<file path="src/rtl/alu_pkg.sv">
// Shared encodings for the ALU execution unit: ALUOp, MIPS Funct codes,
// internal ALU control codes, FSM states and the decoded-operation payload.
package alu_pkg;

    localparam logic [1:0] ALUOP_ADD   = 2'b00;
    localparam logic [1:0] ALUOP_SUB   = 2'b01;
    localparam logic [1:0] ALUOP_RTYPE = 2'b10;

    localparam logic [5:0] FN_SLL   = 6'b000000;
    localparam logic [5:0] FN_SRL   = 6'b000010;
    localparam logic [5:0] FN_SRA   = 6'b000011;
    localparam logic [5:0] FN_JR    = 6'b001000;
    localparam logic [5:0] FN_MFHI  = 6'b010000;
    localparam logic [5:0] FN_MFLO  = 6'b010010;
    localparam logic [5:0] FN_MULT  = 6'b011000;
    localparam logic [5:0] FN_MULTU = 6'b011001;
    localparam logic [5:0] FN_DIV   = 6'b011010;
    localparam logic [5:0] FN_DIVU  = 6'b011011;
    localparam logic [5:0] FN_ADD   = 6'b100000;
    localparam logic [5:0] FN_SUB   = 6'b100010;
    localparam logic [5:0] FN_AND   = 6'b100100;
    localparam logic [5:0] FN_OR    = 6'b100101;
    localparam logic [5:0] FN_XOR   = 6'b100110;
    localparam logic [5:0] FN_NOR   = 6'b100111;
    localparam logic [5:0] FN_SLT   = 6'b101010;

    localparam logic [3:0] CTL_AND   = 4'b0000;
    localparam logic [3:0] CTL_OR    = 4'b0001;
    localparam logic [3:0] CTL_XOR   = 4'b0010;
    localparam logic [3:0] CTL_NOR   = 4'b0011;
    localparam logic [3:0] CTL_SLT   = 4'b0100;
    localparam logic [3:0] CTL_SLL   = 4'b0101;
    localparam logic [3:0] CTL_SRL   = 4'b0110;
    localparam logic [3:0] CTL_ADD   = 4'b0111;
    localparam logic [3:0] CTL_SUB   = 4'b1000;
    localparam logic [3:0] CTL_SRA   = 4'b1001;
    localparam logic [3:0] CTL_MFHI  = 4'b1010;
    localparam logic [3:0] CTL_MFLO  = 4'b1011;
    localparam logic [3:0] CTL_MULT  = 4'b1100;
    localparam logic [3:0] CTL_MULTU = 4'b1101;
    localparam logic [3:0] CTL_DIV   = 4'b1110;
    localparam logic [3:0] CTL_DIVU  = 4'b1111;

    typedef enum logic [1:0] {
        S_IDLE = 2'b00,
        S_MUL  = 2'b01,
        S_DIV  = 2'b10,
        S_FIN  = 2'b11
    } state_t;

    typedef struct packed {
        logic [3:0] ctl;
        logic       ill;
    } dec_t;

endpackage

</file>
<file path="src/rtl/alu_exec_unit_if.sv">
// Request/response bundle between an issuing stage and the ALU execution unit.
interface alu_exec_unit_if #(
    parameter int unsigned WIDTH = 32,
    parameter int unsigned SHW   = $clog2(WIDTH)
);
    logic             valid_in;
    logic [1:0]       ALUOp;
    logic [5:0]       Funct;
    logic [WIDTH-1:0] A;
    logic [WIDTH-1:0] B;
    logic [SHW-1:0]   shamt;
    logic             ready;
    logic             done;
    logic [WIDTH-1:0] result;
    logic             zero;
    logic             illegal;
    logic [WIDTH-1:0] hi;
    logic [WIDTH-1:0] lo;

    modport master (
        output valid_in, ALUOp, Funct, A, B, shamt,
        input  ready, done, result, zero, illegal, hi, lo
    );

    modport slave (
        input  valid_in, ALUOp, Funct, A, B, shamt,
        output ready, done, result, zero, illegal, hi, lo
    );
endinterface

</file>
<file path="src/rtl/mdu_iter.sv">
// Iterative multiply/divide datapath: shift-add multiply and restoring divide
// on unsigned magnitudes, one bit per cycle, with the shared iteration counter.
module mdu_iter #(
    parameter int unsigned WIDTH = 32
) (
    input  logic               clk,
    input  logic               rst,
    input  logic               i_start,
    input  logic               i_step,
    input  logic               i_div,
    input  logic [WIDTH-1:0]   i_a,
    input  logic [WIDTH-1:0]   i_b,
    output logic               o_last,
    output logic [2*WIDTH-1:0] o_prod,
    output logic [WIDTH-1:0]   o_quot,
    output logic [WIDTH-1:0]   o_rem
);
    localparam int unsigned CW = $clog2(WIDTH);

    logic [CW-1:0]    r_cnt;
    logic [WIDTH:0]   r_hi;   // product upper half / partial remainder
    logic [WIDTH-1:0] r_lo;   // multiplier / dividend-quotient shift register
    logic [WIDTH-1:0] r_b;    // multiplicand / divisor
    logic             r_div;

    logic [WIDTH:0]   w_sum;
    logic [WIDTH:0]   w_trial;
    logic [WIDTH:0]   w_diff;
    logic             w_ge;

    always_comb begin
        w_sum   = r_hi + (r_lo[0] ? {1'b0, r_b} : '0);
        w_trial = {r_hi[WIDTH-1:0], r_lo[WIDTH-1]};
        w_diff  = w_trial - {1'b0, r_b};
        w_ge    = (w_trial >= {1'b0, r_b});
    end

    always_ff @(posedge clk) begin
        if (rst) begin
            r_cnt <= '0;
            r_hi  <= '0;
            r_lo  <= '0;
            r_b   <= '0;
            r_div <= 1'b0;
        end else if (i_start) begin
            r_cnt <= '0;
            r_hi  <= '0;
            r_lo  <= i_a;
            r_b   <= i_b;
            r_div <= i_div;
        end else if (i_step) begin
            if (!o_last) r_cnt <= r_cnt + CW'(1);
            if (r_div) begin
                r_hi <= w_ge ? w_diff : w_trial;
                r_lo <= {r_lo[WIDTH-2:0], w_ge};
            end else begin
                r_hi <= {1'b0, w_sum[WIDTH:1]};
                r_lo <= {w_sum[0], r_lo[WIDTH-1:1]};
            end
        end
    end

    assign o_last = (r_cnt == CW'(WIDTH - 1));
    assign o_prod = {r_hi[WIDTH-1:0], r_lo};
    assign o_quot = r_lo;
    assign o_rem  = r_hi[WIDTH-1:0];

endmodule

</file>
<file path="src/rtl/alu_exec_unit.sv">
// ALU execution unit: decode, single-cycle ALU, multi-cycle MUL/DIV sequencing
// and the architectural HI/LO registers.
module alu_exec_unit
    import alu_pkg::*;
#(
    parameter int unsigned WIDTH = 32,
    parameter int unsigned SHW   = $clog2(WIDTH)
) (
    input  logic              clk,
    input  logic              rst,
    alu_exec_unit_if.slave    bus
);
    state_t           r_state;
    logic             r_ready, r_done, r_illegal, r_zero;
    logic [WIDTH-1:0] r_result, r_hi, r_lo, r_a;
    logic             r_is_div, r_neg_p, r_neg_q, r_neg_r, r_divz;

    dec_t             w_dec;
    logic             w_accept, w_multi, w_is_div, w_signed, w_a_neg, w_b_neg;
    logic [SHW-1:0]   w_shamt;
    logic [WIDTH-1:0] w_alu, w_a_mag, w_b_mag, w_quo, w_rem, w_fin_hi, w_fin_lo;
    logic [2*WIDTH-1:0] w_prod, w_mdu_prod;
    logic [WIDTH-1:0] w_mdu_quot, w_mdu_rem;
    logic             w_last;

    // Decode ALUOp/Funct into a control code; anything unknown is illegal.
    always_comb begin
        w_dec.ctl = CTL_ADD;
        w_dec.ill = 1'b0;
        case (bus.ALUOp)
            ALUOP_ADD:   w_dec.ctl = CTL_ADD;
            ALUOP_SUB:   w_dec.ctl = CTL_SUB;
            ALUOP_RTYPE: begin
                case (bus.Funct)
                    FN_ADD, FN_JR: w_dec.ctl = CTL_ADD;
                    FN_SUB:        w_dec.ctl = CTL_SUB;
                    FN_AND:        w_dec.ctl = CTL_AND;
                    FN_OR:         w_dec.ctl = CTL_OR;
                    FN_XOR:        w_dec.ctl = CTL_XOR;
                    FN_NOR:        w_dec.ctl = CTL_NOR;
                    FN_SLT:        w_dec.ctl = CTL_SLT;
                    FN_SLL:        w_dec.ctl = CTL_SLL;
                    FN_SRL:        w_dec.ctl = CTL_SRL;
                    FN_SRA:        w_dec.ctl = CTL_SRA;
                    FN_MFHI:       w_dec.ctl = CTL_MFHI;
                    FN_MFLO:       w_dec.ctl = CTL_MFLO;
                    FN_MULT:       w_dec.ctl = CTL_MULT;
                    FN_MULTU:      w_dec.ctl = CTL_MULTU;
                    FN_DIV:        w_dec.ctl = CTL_DIV;
                    FN_DIVU:       w_dec.ctl = CTL_DIVU;
                    default:       w_dec.ill = 1'b1;
                endcase
            end
            default: w_dec.ill = 1'b1;
        endcase
    end

    assign w_shamt  = bus.shamt;
    assign w_accept = bus.valid_in && r_ready;
    assign w_multi  = !w_dec.ill && (w_dec.ctl[3:2] == 2'b11);
    assign w_is_div = w_dec.ctl[1];
    assign w_signed = !w_dec.ctl[0];
    assign w_a_neg  = w_signed && bus.A[WIDTH-1];
    assign w_b_neg  = w_signed && bus.B[WIDTH-1];
    assign w_a_mag  = w_a_neg ? -bus.A : bus.A;
    assign w_b_mag  = w_b_neg ? -bus.B : bus.B;

    // Single-cycle ALU.
    always_comb begin
        w_alu = '0;
        case (w_dec.ctl)
            CTL_ADD:  w_alu = bus.A + bus.B;
            CTL_SUB:  w_alu = bus.A - bus.B;
            CTL_AND:  w_alu = bus.A & bus.B;
            CTL_OR:   w_alu = bus.A | bus.B;
            CTL_XOR:  w_alu = bus.A ^ bus.B;
            CTL_NOR:  w_alu = ~(bus.A | bus.B);
            CTL_SLT:  w_alu = WIDTH'($signed(bus.A) < $signed(bus.B));
            CTL_SLL:  w_alu = bus.B << w_shamt;
            CTL_SRL:  w_alu = bus.B >> w_shamt;
            CTL_SRA:  w_alu = $signed(bus.B) >>> w_shamt;
            CTL_MFHI: w_alu = r_hi;
            CTL_MFLO: w_alu = r_lo;
            default:  w_alu = '0;
        endcase
    end

    mdu_iter #(.WIDTH(WIDTH)) u_mdu (
        .clk     (clk),
        .rst     (rst),
        .i_start ((r_state == S_IDLE) && w_accept && w_multi),
        .i_step  ((r_state == S_MUL) || (r_state == S_DIV)),
        .i_div   (w_is_div),
        .i_a     (w_a_mag),
        .i_b     (w_b_mag),
        .o_last  (w_last),
        .o_prod  (w_mdu_prod),
        .o_quot  (w_mdu_quot),
        .o_rem   (w_mdu_rem)
    );

    // Sign fix-up of the unsigned MDU result; divide by zero is forced explicitly.
    always_comb begin
        w_prod   = r_neg_p ? -w_mdu_prod : w_mdu_prod;
        w_quo    = r_divz ? '1  : (r_neg_q ? -w_mdu_quot : w_mdu_quot);
        w_rem    = r_divz ? r_a : (r_neg_r ? -w_mdu_rem  : w_mdu_rem);
        w_fin_hi = r_is_div ? w_rem : w_prod[2*WIDTH-1:WIDTH];
        w_fin_lo = r_is_div ? w_quo : w_prod[WIDTH-1:0];
    end

    always_ff @(posedge clk) begin
        if (rst) begin
            r_state   <= S_IDLE;
            r_ready   <= 1'b1;
            r_done    <= 1'b0;
            r_illegal <= 1'b0;
            r_result  <= '0;
            r_zero    <= 1'b1;
            r_hi      <= '0;
            r_lo      <= '0;
            r_a       <= '0;
            r_is_div  <= 1'b0;
            r_neg_p   <= 1'b0;
            r_neg_q   <= 1'b0;
            r_neg_r   <= 1'b0;
            r_divz    <= 1'b0;
        end else begin
            r_done    <= 1'b0;
            r_illegal <= 1'b0;
            case (r_state)
                S_IDLE: begin
                    if (w_accept) begin
                        if (w_dec.ill) begin
                            r_done    <= 1'b1;
                            r_illegal <= 1'b1;
                            r_result  <= '0;
                            r_zero    <= 1'b1;
                        end else if (w_multi) begin
                            r_state  <= w_is_div ? S_DIV : S_MUL;
                            r_ready  <= 1'b0;
                            r_a      <= bus.A;
                            r_is_div <= w_is_div;
                            r_neg_p  <= w_a_neg ^ w_b_neg;
                            r_neg_q  <= w_a_neg ^ w_b_neg;
                            r_neg_r  <= w_a_neg;
                            r_divz   <= w_is_div && (bus.B == '0);
                        end else begin
                            r_done   <= 1'b1;
                            r_result <= w_alu;
                            r_zero   <= (w_alu == '0);
                        end
                    end
                end
                S_MUL, S_DIV: begin
                    if (w_last) r_state <= S_FIN;
                end
                S_FIN: begin
                    r_hi     <= w_fin_hi;
                    r_lo     <= w_fin_lo;
                    r_result <= w_fin_lo;
                    r_zero   <= (w_fin_lo == '0);
                    r_done   <= 1'b1;
                    r_ready  <= 1'b1;
                    r_state  <= S_IDLE;
                end
                default: r_state <= S_IDLE;
            endcase
        end
    end

    assign bus.ready   = r_ready;
    assign bus.done    = r_done;
    assign bus.illegal = r_illegal;
    assign bus.result  = r_result;
    assign bus.zero    = r_zero;
    assign bus.hi      = r_hi;
    assign bus.lo      = r_lo;

endmodule

</file>
<file path="src/flat_wrapper.sv">
// flat-port wrapper written by rule: the top's interface ports become plain ports
module alu_exec_unit_flat import alu_pkg::*;
#(
    parameter int unsigned WIDTH = 32,
    parameter int unsigned SHW   = $clog2(WIDTH)
)
  (clk, rst, bus_valid_in, bus_ALUOp, bus_Funct, bus_A, bus_B, bus_shamt, bus_ready, bus_done, bus_result, bus_zero, bus_illegal, bus_hi, bus_lo);
  alu_exec_unit_if #(.WIDTH(WIDTH), .SHW(SHW)) bus_i ();
  input  logic clk;
  input  logic rst;
  input wire logic [$bits(bus_i.valid_in)-1:0] bus_valid_in;
  input wire logic [$bits(bus_i.ALUOp)-1:0] bus_ALUOp;
  input wire logic [$bits(bus_i.Funct)-1:0] bus_Funct;
  input wire logic [$bits(bus_i.A)-1:0] bus_A;
  input wire logic [$bits(bus_i.B)-1:0] bus_B;
  input wire logic [$bits(bus_i.shamt)-1:0] bus_shamt;
  output wire logic [$bits(bus_i.ready)-1:0] bus_ready;
  output wire logic [$bits(bus_i.done)-1:0] bus_done;
  output wire logic [$bits(bus_i.result)-1:0] bus_result;
  output wire logic [$bits(bus_i.zero)-1:0] bus_zero;
  output wire logic [$bits(bus_i.illegal)-1:0] bus_illegal;
  output wire logic [$bits(bus_i.hi)-1:0] bus_hi;
  output wire logic [$bits(bus_i.lo)-1:0] bus_lo;
  assign bus_i.valid_in = bus_valid_in;
  assign bus_i.ALUOp = bus_ALUOp;
  assign bus_i.Funct = bus_Funct;
  assign bus_i.A = bus_A;
  assign bus_i.B = bus_B;
  assign bus_i.shamt = bus_shamt;
  assign bus_ready = bus_i.ready;
  assign bus_done = bus_i.done;
  assign bus_result = bus_i.result;
  assign bus_zero = bus_i.zero;
  assign bus_illegal = bus_i.illegal;
  assign bus_hi = bus_i.hi;
  assign bus_lo = bus_i.lo;
  alu_exec_unit #(.WIDTH(WIDTH), .SHW(SHW)) u_core (.clk(clk), .rst(rst), .bus(bus_i));
endmodule
</file>
<file path="config.mk">
export PLATFORM = sky130hd
export DESIGN_NAME = alu_exec_unit_flat
export DESIGN_NICKNAME = d
export VERILOG_FILES = /design/src/rtl/alu_pkg.sv /design/src/rtl/alu_exec_unit_if.sv /design/src/rtl/mdu_iter.sv /design/src/rtl/alu_exec_unit.sv /design/src/flat_wrapper.sv
export SDC_FILE = /design/constraint.sdc
export NUM_CORES = 2
export LEC_CHECK = 0
export ABC_CLOCK_PERIOD_IN_PS = 4700
export BUFFER_PORTS_ARGS = -buffer_cell sky130_fd_sc_hd__buf_4
export CAP_MARGIN = 20
export CELL_PAD_IN_SITES_DETAIL_PLACEMENT = 0
export CELL_PAD_IN_SITES_GLOBAL_PLACEMENT = 1
export CORE_MARGIN = 10
export CORE_UTILIZATION = 42
export DETAILED_ROUTE_END_ITERATION = 7
export HOLD_SLACK_MARGIN = 0.08
export PLACE_DENSITY = 0.84
export SLEW_MARGIN = 20
export SYNTH_ARGS = -nofsm -noshare
export SYNTH_HDL_FRONTEND = slang
export SYNTH_SLANG_ARGS = --single-unit
</file>
<file path="constraint.sdc">
create_clock -name clk -period 4.7 [get_ports clk]
set_input_delay 0.705 -clock clk [delete_from_list [all_inputs] [get_ports clk]]
set_output_delay 0.705 -clock clk [all_outputs]
set_load 0.1 [all_outputs]
</file>
==> impl_metrics.toml <==
[run_status]
status = "complete, but fails checks"
violations = "design-rule violations, negative setup slack"

[sta]
relSlewSlack_pct = 20.0
hold_viol_final = 0
layout_min_cycle_time_ns = 4.79
fmax_ghz = 0.209
fin_setup_tns_ns = -0.0901
whs_ns = 0.446
drv_slew = 0
worst_pin_slew_ns = 1.20
fin_worst_skew_ns = 0.0182
setup_ws_ns = -0.0901
fin_crit_sh_pct = 102
setup_violations = 1

[drt]
wl_um = 159000
num_vias = 34900
drc_errors = 4
drt_first_pass_iters = 8
dr.first_iter.drc_count = 5449
wire_per_inst_um = 30.0
viasPerCell = 6.56
drtAntennaViolNets = 0

[placed_design]
place_congestion = 1.12
io_buffer_count = 179
hpwl_um = 130000
pre_cts_ws_ns = -0.623

[power_and_ir_drop]
power_frac_comb_pct = 68.0
power.internal_mw = 7.89
p_seq_share_pct = 16.7
power.switching_mw = 8.35
swShare_pct = 51.4
peakVddDrop_mv = 0.796
pwr-share-clk_pct = 15.3
power_density_mw_per_mm2 = 455
p_leak_nw = 14.7

[logic_synthesis]
ys_top_cells_by_area = "dfxtp_1, ha_1, nor2_1"
synth-edff-count = 0
synthCells = 3923
synth_warnings = 0
seq_area_frac_synth_pct = 16.9
ys.flop_type = "dfxtp_1"
yosysUniqueCellTypes = 95
synth_seq_cells = 241
synth_top_area_share_pct = 16.9
syn_area_mm2 = 0.0285
syn_nets = 4179
synthArstFlopShare_pct = 0
avgSynthCellArea_um2 = 7.26
yosysMostFrequentCell = "nor2_1"
synth_commonest_cells = "nor2_1, nand2_1, a21oi_1"
synth_top_area_cell = "dfxtp_1"

[floorplanning]
io_pins = 180
rows = 95
fp.dieH_um = 280
core_mm2 = 0.0673
start_util_pct = 42.4
dieArea_mm2 = 0.0787
dieWidth_um = 280

[critical_path]
critPathMaxFanout = 8
start_kind = "input pin"
r2r_start = "u_core.u_mdu.r_b[4]"
crit_start = "bus_B[8]"
crit_type = "in2reg"
worstPathRequired_ns = 5.17
cp-end-kind = "flip-flop"
worstPathArrival_ns = 5.26

[global_routing]
grt_antenna_before_repair = 13
grt_usage_pct = 38.8
grt_pass1_vias = 32300
grt_pass1_wl_um = 228000
grt_max_degree = 84
grt-ovfl-total = 0

[cts]
clk_path_buf_depth = 3
clock-root-buffer = "clkbuf_16"
htree_levels = 1
postCtsHoldBufs = 0
insertion_delay_ns = 0.57
cts_buffers = 28
clkTransAtPathRegs_ns = 0.06
clock_sinks = 241
cts_tree = "built"

[min_path]
holdCritStartpoint = "bus_A[29]"
worst_hold_path_type = "in2reg"

[layout]
synthToLayoutAreaGrowth_pct = 25.3
drive_gt1_share_pct = 23.2
finish.utilization_pct = 53.1
fin_nets = 4672

[flow_run]
cap_violations = 0
==> through the flow <==
stage                     cells  power (mW)  instance area [µm²]
after floorplan            3923        9.72                28500
final                      5314        16.2                35700
after global routing       5310        16.9                35700
after global placement     5259        13.4                34600
after CTS                  5310        15.9                35700
after detailed placement   5259        13.4                34600
==> final cells by class <==
class	instances	area [µm²]
Inverter	166	623
Clock buffer	34	796
Clock inverter	17	255
Multi-Input combinational cell	3176	21800
Antenna cell	4	10.0
Sequential cell	241	4830
Tap cell	873	1090
Timing Repair Buffer	803	6310
Fill cell	6737	31600
==> placed cells by master, fill, tap and decap left out, types with 114 or more instances in the layout <==
cell type  synthesis  routed
mux2i_1          114     114
a211oi_1         169     167
inv_1            163     161
xnor2_1          166     166
dfxtp_1          241     237
a21oi_1          285     284
ha_1             172     171
buf_4              2     779
nand2_1          388     388
o21ai_0          226     226
nor3_1           116     115
nor2_1           462     461
==> layer usage <==
layer,vias to the layer above,GRT usage (%),routed length (µm)
met1,16500,51.0,62500
met4,14,20.0,9950
li1,15400,-,-
met5,-,0,87
met2,2514,57.7,65900
met3,513,9.85,20900
==> flip-flops by register name, indices dropped and copies added (netlist names), 2 cells and up <==
name,cells
u_core.bus.lo,32
u_core.u_mdu.r_hi,33
u_core.u_mdu.o_quot,32
u_core.bus.hi,32
u_core.r_a,32
u_core.u_mdu.r_cnt,5
u_core.r_state,2
u_core.bus.result,32
u_core.u_mdu.r_b,32
==> power by group through the flow <==
stage               combinational (mW)  clock (mW)  sequential [mW]
floorplan                         5.91           0             3.80
global placement                  10.7           0             2.72
detailed placement                10.7           0             2.72
CTS                               10.8        2.50             2.68
global route                      11.7        2.57             2.71
finish                            11.0        2.49             2.71
==> critical path, cell delays in order <==
cell and delay [ns]:
buf_4 0.08, inv_1 0.11, ha_1 0.49, nand4_1 0.27
a2111oi_1 0.48, a2111oi_2 0.13, buf_4 0.19, a2111oi_1 0.71
buf_4 0.22, o21ai_0 0.08, buf_4 0.16, nand2b_1 0.13
a21oi_1 0.14, o311ai_0 0.17, a21oi_1 0.19, o21ai_0 0.10
buf_4 0.18, or4_1 0.45, o31ai_1 0.25
==> cell families after synthesis <==
family | share of synthesized area [%]
xor gates and xnor gates | 6.64
DFF | 16.9
AOI/OAI and AO/OA | 28.5
muxes | 11.4
and+or+nand+nor | 21.8
buffers and inverters | 6.90
adders and majority gates | 7.83
==> worst paths after layout <==
check | slack, ns | end | depth (start not counted)
worst max-delay path | -0.09 | u_core.bus.zero | 19
worst min-delay path | 0.45 | u_core.r_a[29] | 3
worst max register to register | 0.39 | u_core.u_mdu.r_hi[3] | 16
worst min register to register | 0.46 | u_core.r_a[21] | 2
==> timing repair <==
action / CTS / global route
resized for setup: 1 / 6
buffers inserted: 0 / 0
endpoints found under the setup margin: 1 / 6
(Power assumes the default switching activity.)
